## src/rtl/dma_prio_arbiter.sv

```systemverilog
// DREQ arbiter and bus-hold sequencer: synchronise/normalise requests, raise HRQ, grant on HLDA.
// DREQ edge to HRQ takes SYNC_STAGES+1 clocks; HLDA to DACK takes 1 clock; grant held until xfer_done or HLDA drop.
module dma_prio_arbiter #(
    parameter int NUM_CH      = 4,
    parameter int SYNC_STAGES = 2
) (
    input  logic                                  CLK,
    input  logic                                  RESET_N,
    input  logic [NUM_CH-1:0]                     DREQ,
    output logic [NUM_CH-1:0]                     DACK,
    output logic                                  HRQ,
    input  logic                                  HLDA,
    input  logic [NUM_CH-1:0]                     sw_req,
    input  logic [NUM_CH-1:0]                     mask,
    input  logic                                  ctrl_disable,
    input  logic                                  rot_en,
    input  logic                                  dreq_low,
    input  logic                                  dack_high,
    input  logic                                  xfer_done,
    output logic                                  grant_valid,
    output logic [((NUM_CH > 1) ? $clog2(NUM_CH) : 1)-1:0] grant_ch,
    output logic [NUM_CH-1:0]                     sw_ack
);

    localparam int CHW = (NUM_CH > 1) ? $clog2(NUM_CH) : 1;
    localparam logic [CHW:0] NCH = (CHW+1)'(NUM_CH);
    localparam logic [CHW-1:0] LAST_CH = CHW'(NUM_CH - 1);

    typedef enum logic [1:0] {IDLE, HOLD_REQ, GRANT, RELEASE} state_t;

    state_t            state, state_nxt;
    logic [NUM_CH-1:0] sync_q [SYNC_STAGES];
    logic [NUM_CH-1:0] hw_req, eff_req, dack_raw;
    logic [CHW-1:0]    ptr, ptr_eff, win, cand;
    logic [CHW:0]      idx;
    logic              pend, found, sw_hit;

    always_ff @(posedge CLK or negedge RESET_N) begin
        if (!RESET_N) begin
            for (int i = 0; i < SYNC_STAGES; i++) sync_q[i] <= '0;
        end else begin
            sync_q[0] <= DREQ;
            for (int i = 1; i < SYNC_STAGES; i++) sync_q[i] <= sync_q[i-1];
        end
    end

    assign hw_req  = sync_q[SYNC_STAGES-1] ^ {NUM_CH{dreq_low}};
    assign eff_req = (hw_req & ~mask) | sw_req;
    assign pend    = (|eff_req) & ~ctrl_disable;
    assign ptr_eff = rot_en ? ptr : '0;

    // Search starts at ptr and wraps at NUM_CH, which need not be a power of two.
    always_comb begin
        win   = '0;
        found = 1'b0;
        idx   = '0;
        cand  = '0;
        for (int i = 0; i < NUM_CH; i++) begin
            idx = {1'b0, ptr_eff} + (CHW+1)'(i);
            if (idx >= NCH) idx = idx - NCH;
            cand = idx[CHW-1:0];
            if (!found && eff_req[cand]) begin
                found = 1'b1;
                win   = cand;
            end
        end
    end

    always_ff @(posedge CLK or negedge RESET_N) begin
        if (!RESET_N) state <= IDLE;
        else          state <= state_nxt;
    end

    always_comb begin
        state_nxt = state;
        case (state)
            IDLE:     if (pend) state_nxt = HOLD_REQ;
            HOLD_REQ: if (HLDA) state_nxt = pend ? GRANT : RELEASE;
            GRANT:    if (xfer_done || !HLDA) state_nxt = RELEASE;
            RELEASE:  if (!HLDA) state_nxt = IDLE;
            default:  state_nxt = IDLE;
        endcase
    end

    always_comb begin
        HRQ = (state == HOLD_REQ) || (state == GRANT);
    end

    // Grant state is latched at HLDA and frozen until completion or preemption.
    always_ff @(posedge CLK or negedge RESET_N) begin
        if (!RESET_N) begin
            grant_valid <= 1'b0;
            grant_ch    <= '0;
            dack_raw    <= '0;
            sw_hit      <= 1'b0;
            sw_ack      <= '0;
            ptr         <= '0;
        end else begin
            sw_ack <= '0;
            if (state == HOLD_REQ && HLDA && pend) begin
                grant_valid <= 1'b1;
                grant_ch    <= win;
                dack_raw    <= NUM_CH'(1) << win;
                sw_hit      <= sw_req[win];
            end else if (state == GRANT && (xfer_done || !HLDA)) begin
                grant_valid <= 1'b0;
                dack_raw    <= '0;
                if (xfer_done) begin
                    if (sw_hit) sw_ack <= dack_raw;
                    if (rot_en) ptr <= (grant_ch == LAST_CH) ? '0 : grant_ch + CHW'(1);
                end
            end
            if (!rot_en) ptr <= '0;
        end
    end

    assign DACK = dack_raw ^ {NUM_CH{~dack_high}};

endmodule

```

## config.mk

```make
export PLATFORM = sky130hd
export DESIGN_NAME = dma_prio_arbiter
export DESIGN_NICKNAME = d
export VERILOG_FILES = /design/src/rtl/dma_prio_arbiter.sv
export SDC_FILE = /design/constraint.sdc
export NUM_CORES = 1
export LEC_CHECK = 0
export ABC_AREA = 1
export BUFFER_PORTS_ARGS = -buffer_cell sky130_fd_sc_hd__buf_2
export CAP_MARGIN = 20
export CORE_MARGIN = 10
export CORE_UTILIZATION = 48
export DETAILED_ROUTE_END_ITERATION = 8
export PLACE_DENSITY = 0.75
export SKIP_LAST_GASP = 1
export SYNTH_ARGS = -nofsm -noshare
export SYNTH_HDL_FRONTEND = slang
export SYNTH_SLANG_ARGS = --single-unit
```

## constraint.sdc

```tcl
create_clock -name CLK -period 1.49 [get_ports CLK]
set_input_delay 0.0745 -clock CLK [delete_from_list [all_inputs] [get_ports CLK]]
set_output_delay 0.0745 -clock CLK [all_outputs]
set_load 0.02 [all_outputs]
```

# Yosys cells after proc, flatten, opt, wreduce, memory -nomap -nowiden
# Index checks and enable logic that the tools add are counted.
word_totals:
  wordCells: 104
  mem_bits_ro: 0
  ramBits: 0
  input_bits: 20
  latchBits: 0
  out_inout_bits: 12
  n_memories: 0
  ff_bits: 24
classes:
  div: 0
  n_shift: 1
  add_sub_neg: 8
  muxes: 41
  magnitude_cmp: 9
  bitwise: 8
  mul: 0
  eq_ne: 11
  reduce_logical: 17
ops:
  columns: ["operator", "n"]
  rows:
  - ["two-way mux 2 bit", 18]
  - ["two-way mux 4 bit", 6]
  - ["< comparator 2 x 3 -> 1 bit (second input constant)", 5]
  - ["two-way mux 1 bit", 11]
  - ["binary-select mux 1 bit (select 2 bit)", 5]
  - ["inequality test 2 bit (second input constant)", 5]
  - [">= comparator 3 bit (second input constant)", 3]
  - ["one-hot mux 2 bit (4 select lines)", 1]
  - ["subtractor 2 x 1 -> 2 bit (second input constant)", 4]
  - ["bitwise XOR 4 bit", 2]
  - ["adder 2 x 2 -> 3 bit (second input constant)", 2]
  - ["== test 2 bit (second input constant)", 3]
  - ["logical AND 1 bit", 6]
  - ["AND 4 bit", 1]
  - ["zero test 1 bit", 4]
  - ["inequality test 2 x 1 -> 1 bit (second input constant)", 2]
  - ["inverter 4 bit", 1]
  - ["OR 4 bit", 1]
  - ["AND reduction 4 bit", 1]
  - ["OR reduction 4 bit", 1]
  - ["<< shifter 1 x 2 -> 4 bit (first input constant)", 1]
  - ["adder 2 x 1 -> 3 bit (second input constant)", 1]
  - [">= comparator 2 x 3 -> 1 bit (second input constant)", 1]
  - ["AND reduction 3 bit", 1]
  - ["7 further kinds", 9]

# Depth between registers and ports, before layout
# Gate-level depths: netlist (run 1).
depth:
  word_depth: 17
  ltp_mapped: 15
  ltp_nobuf: 15

# Worst setup path before layout (run 1)
# No wires, ideal clock.
synth_timing:
  kind: "flip-flop to flip-flop"
  startpoint: "register ptr[0]"
  endpoint: "register sw_hit"
  path_stages_with_launch: 15
  path_buffers: 0
  required_time_ps: 1368
  slack_ps: -77
  setup_ps: 122
  arrival_time_ps: 1446
  synth_period_minus_slack_ps: 1567
  cell_sequence: "dfrtp_1 -> nand2_2 -> clkinv_4 -> nand2_4 -> o21ai_2 -> inv_2 -> nand3_2 -> nand2_4 -> nor2_4 -> nand3_1 -> nand3_2 -> inv_2 -> nor2_2 -> nand2_1 -> nand3_2"
synth_between:
  elab_chain_len: 17
  elab_cells_between_ends: 39
  cone_classes: "add/sub (7); order compare (4); mux (22); reduce/logical (6)"
synth_rtl:
  columns: ["element", "line_no", "rtl"]
  rows:
  - ["start: declaration", "34", "logic [CHW-1:0] ptr, ptr_eff, win, cand;"]
  - ["start signal: assignment", "110", "if (rot_en) ptr <= (grant_ch == LAST_CH) ? '0 : grant_ch + CHW'(1);"]
  - ["two-way mux 2 bit (*)", "50", "assign ptr_eff = rot_en ? ptr : '0;"]
  - ["branches (longest 13 deep; another with adder 2 x 1 -> 3 bit)", null, null]
  - ["two-way mux 2 bit (*)", "62", "if (!found && eff_req[cand]) begin"]
  - ["binary-select mux 1 bit (select 2 bit) (*)", "104", "sw_hit <= sw_req[win];"]
  - ["two-way mux 1 bit (not written as such) (*)", "104", null]
  - ["end signal: assignment", "104", null]
  - ["end: declaration", "36", "logic pend, found, sw_hit;"]
# Mark *: on every way between the ends. The select of a mux whose other input is x is not followed.
# A chain may end at the register's enable or synchronous reset.

# Worst setup path after layout (run 1)
# Same ends and word-level chain as after synthesis.

==> results of run 1 <==
[cell usage in the layout (no fill, tap or decap), drive strengths merged]
cell type	instances
a21oi	2
a221oi	1
a31oi	2
buf	49
bufinv	1
clkbuf	3
dfrtp	24
dlygate4sd3	5
ha	6
inv	29
nand2	45
nand3	39
nand3b	1
nand4	2
nor2	11
o21a	1
o21ai	12
o21bai	1
xnor2	4
[through the flow]
stage / power [µW] / area, µm²
CTS: 2641 / 1963
finish: 2912 / 2087
floorplan: 1636 / 1459
global placement: 1996 / 1747
global route: 3143 / 2087
detailed placement: 2011 / 1747
[synth_stat cells (all sizes together)]
| library cell | count |
|---|---|
| nand3b | 1 |
| buf | 1 |
| clkbuf | 1 |
| nand3 | 39 |
| o21ai | 12 |
| nand2 | 45 |
| nor2 | 11 |
| o21a | 1 |
| dfrtp | 24 |
| ha | 6 |
| a31oi | 2 |
| xnor2 | 4 |
| nand4 | 2 |
| clkinv | 1 |
| o21bai | 1 |
| a221oi | 1 |
| a21oi | 2 |
| inv | 28 |
[metal layers]
metal,up-vias,part of all wire (%)
met1,640,39
met3,4,7.9
met2,39,52
li1,705,-
met5,-,0
met4,0,0.45
[cells by family (layout without fill, tap and decap cells)]
kind of cell | Yosys count | count (layout) | synth area share [%]
adder cells (fa/ha/maj) | 6 | 6 | 5.163
AND/OR/NAND/NOR | 98 | 98 | 35.11
AO/OA/AOI/OAI | 19 | 19 | 7.573
flip-flops | 24 | 24 | 41.31
buffers and inverters | 31 | 87 | 8.433
XOR/XNOR | 4 | 4 | 2.409
[worst paths after layout]
kind	cells after the start	from	slack (ns)	endpoint
worst max-delay path	13	ptr[0]	-0.20	sw_hit
worst min-delay path	3	rot_en	0.05	ptr[0]
worst max register to register	13	ptr[0]	-0.20	sw_hit
worst min register to register	0	sync_q[4]	0.37	sync_q[0]
max in group asynchronous	2	RESET_N	0.88	sync_q[0]
min in group asynchronous	2	RESET_N	0.24	grant_ch[0]
[critical path: cells and delay by family, from the launching register on]
| kind | cells | cell delay [ns] |
|---|---|---|
| flip-flops | 1 | 0.44 |
| AND/OR/NAND/NOR | 12 | 1.02 |
| buffers and inverters | 1 | 0.13 |
[flip-flops by register name (all words and copies together), names as in the netlist]
register,flops
sync_q,8
dack_raw,4
sw_ack,4
grant_ch,2
ptr,2
state,2
grant_valid,1
sw_hit,1
[power groups by stage]
| stage | registers (µW) | clock network [µW] | logic [µW] |
|---|---|---|---|
| 2_1_floorplan | 901 | 0 | 735 |
| 3_3_place_gp | 882 | 0 | 1110 |
| 3_5_place_dp | 886 | 0 | 1120 |
| 4_1_cts | 883 | 475 | 1280 |
| 5_1_grt | 910 | 511 | 1720 |
| 6_report | 887 | 469 | 1560 |
[cell type report]
| type | count | share of cell area (%) |
|---|---|---|
| flip-flops and latches | 24 | 28.78 |
| multi-input cells | 127 | 43.11 |
| well taps | 31 | 1.859 |
| repair buffers | 54 | 17.93 |
| inverters | 29 | 5.815 |
| clock buffers | 3 | 1.079 |
| clock inverters | 1 | 1.439 |
[what timing repair did]
item	in CTS	in global routing
gates resized for setup	25	29
endpoints found under the setup margin	14	17
pin swaps	4	11
setup buffers	3	3
endpoints found under the hold margin	28	0
gates cloned	0	0
hold buffers	5	0
==> metrics, run 1 <==
synthesized flop and latch total=24; Leakage=0.001113 µW; Post-DP HPWL=2.584 mm; count of final setup violators=14; Final Worst Setup Slack=-0.1984 ns; Multi-input gate area=899.6 µm²; DRC viols=0; Root Driver=clkbuf_4; total vias in the final route=1388; switching part of the total power=40.26%; CP Cell Sequence=nand2_4, buf_4, nand3_2, nand3_2, nand2_4, nor2_4, nand2_1, nand3_2, nand2_4, nand2_1, nand2_1, nand2_1, nand3_2; Startpoint Class=flop; GRT Max-Usage Layer=met2; final hold viol count=0; Clock power frac=16.1%; Routed Antenna Nets=0; initial antenna violation count=0; nets=265; Net Switching=1172 µW; failing checks=setup timing; largest cells by area after synthesis=dfrtp_1 (41%), nand3_1 (10%), nand2_1 (10%); diode count=0; Worst-Margin Slew=0.5449 ns; Initial Utilization=51.39%; Mapped Nets=208; IO Port Bufs=31; RD Place Congestion=0.9827; Sink Count=24; Final Hold Slack=0.05420 ns; # rows=19; Initial DRT Pass Iterations=6; final non-filler cell total=269; Die Height=75.04 µm; status=finished, violations left; Max H-tree Level=1; Ys Warns=0; slowest stage delay, CP=0.44 ns; Mapped Cells=182; Max VDD drop=0.001363 V; Worst path slowest cell=dfrtp_1; skew final=0.01986 ns; grt total ovfl=0; fin crit share=113.3%; Yosys top cell by area=dfrtp_1; register area=600.6 µm²; sequential-to-total area share from yosys stat=41.31%; Wirelength per Cell=13.24 µm; post-synth top area share=41.31%; Cell Int Power=1739 µW; worst-skew pair later-pin latency=0.32 ns; CP arrival=1.92 ns; I/O pin count=32; Post-Syn Area=1454 µm²; Core ar.=2829 µm²; CTS Buffer Depth=2; max-slew violation count=0; max-cap viol count=0; layout cell share with drive strength beyond 1=46.22%; logic gate share of total power=53.4%; via/cell ratio=5.160; 1st-iter DRT viols=44; Mean Syn Cell Area=7.988 µm²; WS Path Type=flop to flop; Pwr Density=1395 nW/µm²; area growth from synthesis to layout=43.55%; post-placement cell count=254; Synth cell types=26; required time of the critical path=1.72 ns; final WL=3.562 mm; die span in x=75.04 µm; Fillers=204; TritonCTS clock tree=done; RSZ-0062 raised after global routing=true; global routing usage on met2=22.48%; largest net degree at the start of global routing=25; critical path endpoint category=flop; CTS buffer count=3; first-pass GRT wire length=5.733 mm; Seq pwr share=30.4%; post-layout min period=1.688 ns; met1 usage=14.37%; worst-path maximum fanout=6; Slew HR=63.29%; Util after Layout=73.77%; Hold WC Path Type=input pin to flop; pre-CTS setup slack=-0.1847 ns; f_max=592.3 MHz; Clk pin slew, worst setup/hold paths=0.14 ns; aggregate global-route resource usage=12.66%; setup TNS=-1.236 ns; Die ar.=5630 µm²; vias in the first global route=1348; GR Util met3=4.731%
No activity file was read; power rests on OpenSTA's default activity.
==> run 2: changes to the inputs <==
--- a/config.mk
+++ b/config.mk
@@ -6,11 +6,12 @@
 export NUM_CORES = 1
 export LEC_CHECK = 0
 export ABC_AREA = 1
-export BUFFER_PORTS_ARGS = -buffer_cell sky130_fd_sc_hd__buf_2
+export BUFFER_PORTS_ARGS = -buffer_cell sky130_fd_sc_hd__clkbuf_2
 export CAP_MARGIN = 20
 export CORE_MARGIN = 10
 export CORE_UTILIZATION = 48
 export DETAILED_ROUTE_END_ITERATION = 8
+export HOLD_SLACK_MARGIN = 0.05
 export PLACE_DENSITY = 0.75
 export SKIP_LAST_GASP = 1
 export SYNTH_ARGS = -nofsm -noshare
==> run 2 against run 1 <==
Against the previous run:
- the run still ends with setup timing left
- largest cell class unchanged
- non-clock buffer count is 3 higher
- sequential cell count did not move
- sequential power about the same
- critical endpoint is now dack_raw[0]
- highest routed layer unchanged
- clock power is 0.9% higher
- core utilization fell by 0.49 points
==> metrics, run 2 (synthesis gave the netlist of run 1 again) <==
status=finished, violations left; failing checks=setup timing; via/cell ratio=5.191; top flop regs=sync_q (8), dack_raw (4), sw_ack (4); Startpoint Class=flop; critical path endpoint category=flop; DRC viols=0; fin crit share=116.9%; RSZ-0062 raised after global routing=true; post-placement cell count=256; die span in x=75.04 µm; global routing usage on met2=22.10%; grt total ovfl=0; Clk pin slew, worst setup/hold paths=0.14 ns; required time of the critical path=1.72 ns; largest net degree at the start of global routing=25; CTS buffer count=3; final non-filler cell total=272; GR Util met3=6.045%; layout cell share with drive strength beyond 1=45.64%; commonest non-fill, non-tap cells in the layout=nand2_1 (31), clkbuf_2 (30), dfrtp_1 (24), nand3_1 (21), inv_1 (20); first-pass GRT wire length=5.754 mm; IO Port Bufs=31; Core ar.=2829 µm²; Leakage=0.001109 µW; 1st-iter DRT viols=81; CTS Buffer Depth=2; diode count=0; met1 usage=13.59%; Die ar.=5630 µm²; max-slew violation count=0; max-cap viol count=0; aggregate global-route resource usage=12.92%; I/O pin count=32; Final Worst Setup Slack=-0.2522 ns; Root Driver=clkbuf_4; GRT Max-Usage Layer=met2; CP arrival=1.97 ns; Routed Antenna Nets=0; TritonCTS clock tree=done; Die Height=75.04 µm; Worst-Margin Slew=0.5726 ns; most common cell after layout, fill and taps aside=nand2_1; Sink Count=24; Pwr Density=1453 nW/µm²; Max VDD drop=0.001624 V; skew final=0.01539 ns; WS Path Type=flop to flop; Initial Utilization=51.39%; Top reg by flops=sync_q; Final Hold Slack=0.06349 ns; f_max=574.0 MHz; final hold viol count=0; Fillers=195; nets=268; Initial DRT Pass Iterations=4; count of final setup violators=16; Multi-input gate area=874.6 µm²; Max H-tree Level=1; total vias in the final route=1412; # rows=19; Wirelength per Cell=13.51 µm; vias in the first global route=1337; worst-path maximum fanout=7; post-layout min period=1.742 ns; Post-DP HPWL=2.662 mm; Util after Layout=73.29%; Hold WC Path Type=input pin to flop; Slew HR=61.83%; worst-skew pair later-pin latency=0.33 ns; initial antenna violation count=0; RD Place Congestion=0.9254; final WL=3.676 mm; max reg flops=8; area growth from synthesis to layout=42.60%; register area=600.6 µm²
run 2: layer usage:
layer	part of all wire (%)	vias up
met3	8.7	12
met4	2.1	0
met1	40	649
li1	-	708
met2	49	43
met5	0	-
run 2: where the power goes:
| part | switching, µW | internal (µW) |
|---|---|---|
| clock | 201 | 272 |
| combinational | 899 | 751 |
| sequential | 121 | 768 |
| total | 1220 | 1790 |
run 2: area by class of cell:
type / count / area share [%]
flip-flops and latches: 24 / 28.97
well taps: 31 / 1.871
clock inverters: 1 / 1.448
inverters: 29 / 5.733
multi-input cells: 127 / 42.18
repair buffers: 57 / 18.71
clock buffers: 3 / 1.086
run 2: worst max-delay path, stage by stage, from the launching register on:
cell and delay [ns]:
dfrtp_1 0.40, inv_1 0.07, nand2_2 0.06, a31oi_1 0.13, nand4_1 0.12, o21bai_1 0.27, inv_1 0.15, nand3_4 0.14
buf_4 0.14, nand3b_1 0.12, o21ai_1 0.07
run 2: final timing paths:
kind,slack [ns],cells after the start,to,start
min,0.06,3,ptr[1],rot_en
min reg2reg,0.37,0,sync_q[3],sync_q[7]
max,-0.25,10,dack_raw[0],sync_q[2]
max reg2reg,-0.25,10,dack_raw[0],sync_q[2]
min in group asynchronous,0.25,2,ptr[1],RESET_N
max in group asynchronous,0.84,2,sync_q[7],RESET_N
run 2: per-stage QoR:
stage | setup TNS [ns] | area [µm²] | power [µW] | setup WS, ns
floorplan | -0.02722 | 1459 | 1636 | -0.02722
global placement | -1.066 | 1749 | 2011 | -0.1946
detailed placement | -1.223 | 1749 | 2046 | -0.1911
CTS | -1.154 | 1941 | 2716 | -0.1547
global route | -4.778 | 2073 | 3238 | -0.3795
finish | -2.746 | 2073 | 3012 | -0.2522
run 2: what timing repair did:
action	CTS	global route
hold buffers	5	0
endpoints found under the hold margin	28	0
endpoints found under the setup margin	15	17
setup buffers	3	4
gates resized for setup	13	34
pin swaps	6	7
